$ cat src/rtl/ifc_or_arbiter.sv
// Purpose : shares one single-bit OR unit between two request/response clients.
// Latency : req fire at edge N -> grant N+1 -> operands N+2 -> result N+3 (all rdy high).
// Backpr. : a client with an undrained result is skipped; shared-unit rdy stalls SEND/WAIT_Y.
//
// Ports:
//   CLK, RST               clock, synchronous active-high reset
//   cX_req_a/b/en, _rdy    per-client request slot (rdy = slot empty)
//   cX_resp_en/data/rdy    per-client response slot (rdy = result valid)
//   dut_a/b_data/en/rdy    operand methods towards the shared unit
//   dut_y_en/data/rdy      result method from the shared unit
module ifc_or_arbiter (
  input  logic CLK,
  input  logic RST,
  input  logic c0_req_a,
  input  logic c0_req_b,
  input  logic c0_req_en,
  output logic c0_req_rdy,
  input  logic c0_resp_en,
  output logic c0_resp_data,
  output logic c0_resp_rdy,
  input  logic c1_req_a,
  input  logic c1_req_b,
  input  logic c1_req_en,
  output logic c1_req_rdy,
  input  logic c1_resp_en,
  output logic c1_resp_data,
  output logic c1_resp_rdy,
  output logic dut_a_data,
  output logic dut_b_data,
  output logic dut_a_en,
  output logic dut_b_en,
  input  logic dut_a_rdy,
  input  logic dut_b_rdy,
  output logic dut_y_en,
  input  logic dut_y_data,
  input  logic dut_y_rdy
);

  typedef enum logic [1:0] {ST_IDLE, ST_SEND, ST_WAIT_Y} state_t;

  state_t     state_q;
  logic [1:0] req_vld_q, req_a_q, req_b_q;
  logic [1:0] resp_vld_q, resp_dat_q;
  logic       work_a_q, work_b_q;
  logic       owner_q, last_q;
  logic       a_sent_q, b_sent_q;

  logic [1:0] req_fire, req_a_in, req_b_in, resp_take, elig;
  logic       grant_vld, grant_id;
  logic       a_fire, b_fire, y_fire, a_done, b_done;

  assign req_fire  = {c1_req_en, c0_req_en};
  assign req_a_in  = {c1_req_a, c0_req_a};
  assign req_b_in  = {c1_req_b, c0_req_b};
  assign resp_take = {c1_resp_en, c0_resp_en};

  // Registered resp valid is used here, so a result drained this cycle only
  // makes its client eligible from the next cycle on.
  assign elig      = req_vld_q & ~resp_vld_q;
  assign grant_vld = (state_q == ST_IDLE) && (elig != 2'b00);
  // Tie goes to the client not granted last; otherwise the lone requester.
  assign grant_id  = (elig == 2'b11) ? ~last_q : elig[1];

  assign a_fire = (state_q == ST_SEND) && !a_sent_q && dut_a_rdy;
  assign b_fire = (state_q == ST_SEND) && !b_sent_q && dut_b_rdy;
  assign y_fire = (state_q == ST_WAIT_Y) && dut_y_rdy;
  assign a_done = a_sent_q || a_fire;
  assign b_done = b_sent_q || b_fire;

  assign dut_a_en   = a_fire;
  assign dut_b_en   = b_fire;
  assign dut_y_en   = y_fire;
  assign dut_a_data = (state_q == ST_SEND) ? work_a_q : 1'b0;
  assign dut_b_data = (state_q == ST_SEND) ? work_b_q : 1'b0;

  assign c0_req_rdy   = ~req_vld_q[0];
  assign c1_req_rdy   = ~req_vld_q[1];
  assign c0_resp_rdy  = resp_vld_q[0];
  assign c1_resp_rdy  = resp_vld_q[1];
  assign c0_resp_data = resp_dat_q[0];
  assign c1_resp_data = resp_dat_q[1];

  always_ff @(posedge CLK) begin
    if (RST) begin
      state_q    <= ST_IDLE;
      req_vld_q  <= 2'b00;
      req_a_q    <= 2'b00;
      req_b_q    <= 2'b00;
      resp_vld_q <= 2'b00;
      resp_dat_q <= 2'b00;
      work_a_q   <= 1'b0;
      work_b_q   <= 1'b0;
      owner_q    <= 1'b0;
      last_q     <= 1'b1;
      a_sent_q   <= 1'b0;
      b_sent_q   <= 1'b0;
    end else begin
      // A granted slot is freed here; a client cannot fire into it this
      // cycle because its rdy is still low, so the load below never collides.
      if (grant_vld) req_vld_q[grant_id] <= 1'b0;
      for (int i = 0; i < 2; i++) begin
        if (req_fire[i]) begin
          req_vld_q[i] <= 1'b1;
          req_a_q[i]   <= req_a_in[i];
          req_b_q[i]   <= req_b_in[i];
        end
        if (resp_take[i]) resp_vld_q[i] <= 1'b0;
      end
      // The owner was eligible, so its response slot is empty here.
      if (y_fire) begin
        resp_vld_q[owner_q] <= 1'b1;
        resp_dat_q[owner_q] <= dut_y_data;
      end

      unique case (state_q)
        ST_IDLE: begin
          if (grant_vld) begin
            work_a_q <= req_a_q[grant_id];
            work_b_q <= req_b_q[grant_id];
            owner_q  <= grant_id;
            last_q   <= grant_id;
            state_q  <= ST_SEND;
          end
        end
        ST_SEND: begin
          if (a_done && b_done) begin
            a_sent_q <= 1'b0;
            b_sent_q <= 1'b0;
            state_q  <= ST_WAIT_Y;
          end else begin
            a_sent_q <= a_done;
            b_sent_q <= b_done;
          end
        end
        ST_WAIT_Y: begin
          if (y_fire) state_q <= ST_IDLE;
        end
        default: state_q <= ST_IDLE;
      endcase
    end
  end

endmodule

$ cat config.mk
export PLATFORM = sky130hd
export DESIGN_NAME = ifc_or_arbiter
export DESIGN_NICKNAME = d
export VERILOG_FILES = /design/src/rtl/ifc_or_arbiter.sv
export SDC_FILE = /design/constraint.sdc
export NUM_CORES = 1
export LEC_CHECK = 0
export CORE_UTILIZATION = 40
export DETAILED_ROUTE_END_ITERATION = 10
export PLACE_DENSITY = 0.82
export SYNTH_ARGS = -nofsm -noshare
export SYNTH_HDL_FRONTEND = slang
export SYNTH_SLANG_ARGS = --single-unit
$ cat constraint.sdc
create_clock -name CLK -period 1.1 [get_ports CLK]
set_input_delay 0.11 -clock CLK [delete_from_list [all_inputs] [get_ports CLK]]
set_output_delay 0.11 -clock CLK [all_outputs]
set_load 0.01 [all_outputs]
# Word level (Yosys, flattened, before mapping)
# Cells that the tools add are included.
# totals
inputBits	14
output_inout_bits	11
regBits	18
# classes
n_reduce_logical	19
n_eq_ne	6
mux	26
order_cmp	4
n_bitwise	8
# op_table
op	n
$mux 1	17
$mux 2	5
$logic_and 1x1->1	9
$pmux 2 s3	1
$reduce_bool 2->1	3
$and 2x2->2	2
$eq 2x2->1 const B	2
$lt 1x2->1 const B	2
$ne 2x2->1 const B	2
$not 2->2	2
$not 1->1	3
$reduce_and 3->1	1
$bwmux 2	1
$demux 1 s1	2
$eq 2x1->1 const B	1
$ge 1x1->1 const B	2
$logic_not 1->1	2
$logic_not 2->1	1
$logic_or 1x1->1	2
$ne 2x1->1 const B	1
$or 2x2->2	1
$reduce_and 2->1	1

# Logic depth before layout (Yosys ltp)
# Gate-level depths: netlist of run 1.
# depth
depth_word	12
ltp_mapped	4
depth_no_buf	3

# Worst setup path after synthesis of run 1
# OpenSTA, ideal clock, no wires.
# synth_path
path_kind	register -> register
startpoint	register resp_vld_q[1]
endpoint	register work_a_q
t_required_ns	0.973
path_buffers	0
slack_ns	-0.052
setup_time_ns	0.127
path_stages_with_launch	4
arrival_time_ns	1.026
path_cell_list	dfxtp_1 -> or3b_1 -> a32oi_1 -> o32ai_1
# synth_via
elab_chain_cells	6
elab_cells_between_ends	9
cone_classes	1 x eq/ne; 3 x mux; 2 x bitwise; 3 x reduce/logical
# synth_lines
element	line	text
start: declaration	43	logic [1:0] resp_vld_q, resp_dat_q;
start signal: assignment	89	resp_vld_q <= 2'b00;
start signal: indexed assignment	107	if (resp_take[i]) resp_vld_q[i] <= 1'b0;
start signal: indexed assignment	111	resp_vld_q[owner_q] <= 1'b1;
$not 2->2 *	59	assign elig = req_vld_q & ~resp_vld_q;
$and 2x2->2 *	59	
$eq 2x2->1	62	assign grant_id = (elig == 2'b11) ? ~last_q : elig[1];
$mux 1	62	
$mux 1 (not written as such) (2 in a row)	118	work_a_q <= req_a_q[grant_id];
end signal: assignment	118	
end: declaration	44	logic work_a_q, work_b_q;
# Mark *: on every way between the ends. The rest lies on a longest branch, timed or not. The select of a mux whose other input is x is not followed.
# A chain may end at the register's enable or synchronous reset.

# Worst setup path after layout of run 1
# layout_path
startpoint	register state_q[0]
endpoint	output dut_b_en
# layout_via
elab_chain_cells	3
# layout_lines
element	line	text
start: declaration	41	state_t state_q;
start signal: assignment	85	state_q <= ST_IDLE;
start signal: assignment	122	state_q <= ST_SEND;
start signal: assignment	129	state_q <= ST_WAIT_Y;
$eq 2x1->1	65	assign b_fire = (state_q == ST_SEND) && !b_sent_q && dut_b_rdy;
$logic_and 1x1->1 (2 in a row)	65	
end: declaration	31	output logic dut_b_en,
# No other way between the ends.

==> results of run 1 <==
==> state kept, by name, summed over array words and instances, names as in the netlist, 2 cells and up <==
name	flops
req_a_q	2
req_b_q	2
req_vld_q	2
resp_dat_q	2
resp_vld_q	2
state_q	2
==> critical path, delay by kind of cell, from the launching register on <==
| kind | cells | cell delay (ps) |
|---|---|---|
| buffers and inverters | 2 | 250 |
| and+or+nand+nor | 3 | 270 |
| DFF | 1 | 350 |
==> cell families after synthesis <==
group | after synthesis | share of synthesized area (%)
flip-flops | 18 | 43.3
multiplexers | 5 | 6.02
buffers and inverters | 10 | 5.71
AO/OA/AOI/OAI | 23 | 19.2
AND/OR/NAND/NOR | 37 | 25.7
==> worst min-delay path by stage <==
| stage | start | to | slack, ps | depth (start not counted) |
|---|---|---|---|---|
| floorplan | c1_req_en | req_vld_q[1] | 240 | 2 |
| global placement | resp_dat_q[0] | resp_dat_q[0] | 450 | 2 |
| detailed placement | resp_dat_q[0] | resp_dat_q[0] | 460 | 2 |
| CTS | c0_req_b | req_b_q[0] | 420 | 3 |
| global route | c0_req_b | req_b_q[0] | 430 | 3 |
| finish | c1_req_a | req_a_q[1] | 420 | 3 |
==> final cells by class <==
class	instances	area [µm²]
Multi-Input combinational cell	65	557
Fill cell	157	536
Timing Repair Buffer	47	408
Sequential cell	18	373
Clock buffer	4	36.3
Tap cell	27	33.8
Inverter	5	18.8
==> metrics by stage <==
| step | setup slack, ps | hold WS (ps) | area (µm²) | setup TNS, ps |
|---|---|---|---|---|
| floorplan | -13.6 | 238 | 838 | -27.2 |
| global placement | -290 | 448 | 1200 | -1900 |
| detailed placement | -349 | 462 | 1200 | -2250 |
| CTS | -199 | 416 | 1330 | -1570 |
| global route | -259 | 427 | 1430 | -2400 |
| finish | -176 | 425 | 1430 | -1600 |
==> what timing repair did <==
item | CTS | global route
gates resized for setup | 53 | 23
hold buffers | 0 | 0
pin swaps | 11 | 12
buffers inserted | 5 | 3
cloned | 1 | 0
setup endpoints to repair | 18 | 19
==> per-layer routing <==
metal / global-route usage, % / wire length [µm]
met5: 0 / 0
met3: 3.02 / 121
met4: 14.4 / 51
met1: 26.3 / 1130
met2: 45.2 / 1430
==> power groups by stage <==
| stage | clock (mW) | sequential, mW | combinational [mW] |
|---|---|---|---|
| floorplan | 0 | 0.720 | 0.161 |
| global placement | 0 | 0.721 | 0.304 |
| detailed placement | 0 | 0.724 | 0.313 |
| CTS | 0.427 | 0.715 | 0.379 |
| global route | 0.450 | 0.723 | 0.481 |
| finish | 0.421 | 0.718 | 0.458 |
==> cells in the mapped netlist (all sizes together) <==
cell / n / area [µm²]
dfxtp: 18 / 360
nor2: 10 / 37.5
a21oi: 9 / 45.0
inv: 5 / 18.8
mux2i: 5 / 50.1
nor3: 5 / 25.0
buf: 4 / 25.0
and3b: 3 / 28.8
nand2: 3 / 11.3
nand2b: 3 / 18.8
nor2b: 3 / 18.8
o21a: 3 / 22.5
a32oi: 2 / 17.5
and2: 2 / 12.5
nand3b: 2 / 15.0
o31ai: 2 / 15.0
o32ai: 2 / 17.5
a21o: 1 / 7.51
clkbuf: 1 / 3.75
nand3: 1 / 5.00
nand4b: 1 / 8.76
nand4bb: 1 / 11.3
o21ba: 1 / 10.0
o21bai: 1 / 7.51
o221ai: 1 / 8.76
o22a: 1 / 8.76
or2: 1 / 6.26
or3: 1 / 6.26
or3b: 1 / 8.76
==> impl_metrics.ini, run 1 <==
[floorplanning]
design.die.area_mm2 = 0.00227
initial_core_util_pct = 42.4
coreArea_mm2 = 0.00196
fp.dieW_um = 47.6
die_h_um = 47.6
rows = 16
io_pins = 25

[route]
wl_per_cell_um = 16.5
ant_nets = 0
wl_um = 2730
drc = 0
drt-pass1-iter-count = 4
first_iter_violations = 25
viasPerCell = 5.34
num_vias = 886

[sta]
layout_min_cycle_time_ps = 1280
max_freq_mhz = 784
report.final.slew_viol_count = 0
hold_viol = 0
rsz0062_at_grt = true
worst_slew_pin_slew_ps = 288
period_share_pct = 116
setup_viol = 13
timing.final.ws_setup_ps = -176
fin_worst_skew_ps = 11.5
slew_headroom_pct = 80.7

[finish]
area_delta_synth_final_pct = 71.4
final_cell_count_no_fill = 166
final_util_pct = 72.7
final_cell_mix = 13 x clkdlybuf4s50_1, 13 x buf_4, 12 x dfxtp_1
drive_above_1_share_pct = 47.5
num-nets-final = 154
diodes = 0

[worst_setup_path]
worstPathArrival_ps = 1170
critical_path_class = flop to output port
cp-startpoint = state_q[0]
worst_setup_path_start_kind = flop
crit_chain = nor2b_4 -> buf_6 -> nand2_2 -> nor2_2 -> buf_2
cp_slowest_cell = dfxtp_2
reg2reg_slack_ps = -140
cp_max_fo = 8
rr_endpoint = resp_dat_q[1]
worstPathRequired_ps = 990
max_stage_delay_ps = 350
r2r_cells = 6
worstSetupEndpointType = output port
crit_end = dut_b_en
r2r-start = state_q[0]

[worst_hold_path]
hold_class = input pin to flop

[power_and_ir_drop]
power_density_mw_per_mm2 = 1120
total_power_mw = 1.60
switching_share_pct = 28.6
p_seq_share_pct = 45.0
p_int_mw = 1.14
p_leak_nw = 0.603
clock_power_share_pct = 26.4
switching_power_uw = 457
vdd_ir_drop_max_uv = 1030
comb_power_share_pct = 28.7

[grt]
grt_use_total_pct = 24.4
first_global_vias = 881
grt_pass1_wl_um = 3800
grt-ovfl-total = 0
grt_max_degree = 11
antenna_found_initial = 0

[clock_tree]
cts_tree = built
cts_buffers = 3
cts_buffer_depth = 2
clk_latency_ps = 310
h-tree-depth = 1
clk_pin_slew_ps = 110
cts_sinks = 18
cts.root.buffer_cell = clkbuf_4

[placement]
dp_hpwl_um = 1510
gp_congestion = 0.835
io_buffers = 24
place_inst = 154

[synthesis]
synth_cell_types = 31
synth.avg_cell_area_um2 = 8.95
syn-num-nets = 107
ys_seq_area_share_pct = 43.3
synth_warnings = 0
netlist_instances = 93
netlist_area_um2 = 832
ys_ff_latch = 18

[run_status]
violations = negative setup slack
status = finished with violations

[job]
maxCapViolations = 0
Note: power is estimated with default switching activity, not from simulation.
==> run 2: changes to the inputs <==
Settings changed: CTS_CLUSTER_DIAMETER from default to 40.
==> results of run 2 <==
No change in the layout: final DEF, timing and power equal those of run 1.
==> run 3: changes to the inputs <==
Settings changed: SLEW_MARGIN from default to 20.
==> results of run 3 <==
No change in the layout: final DEF, timing and power equal those of run 1.
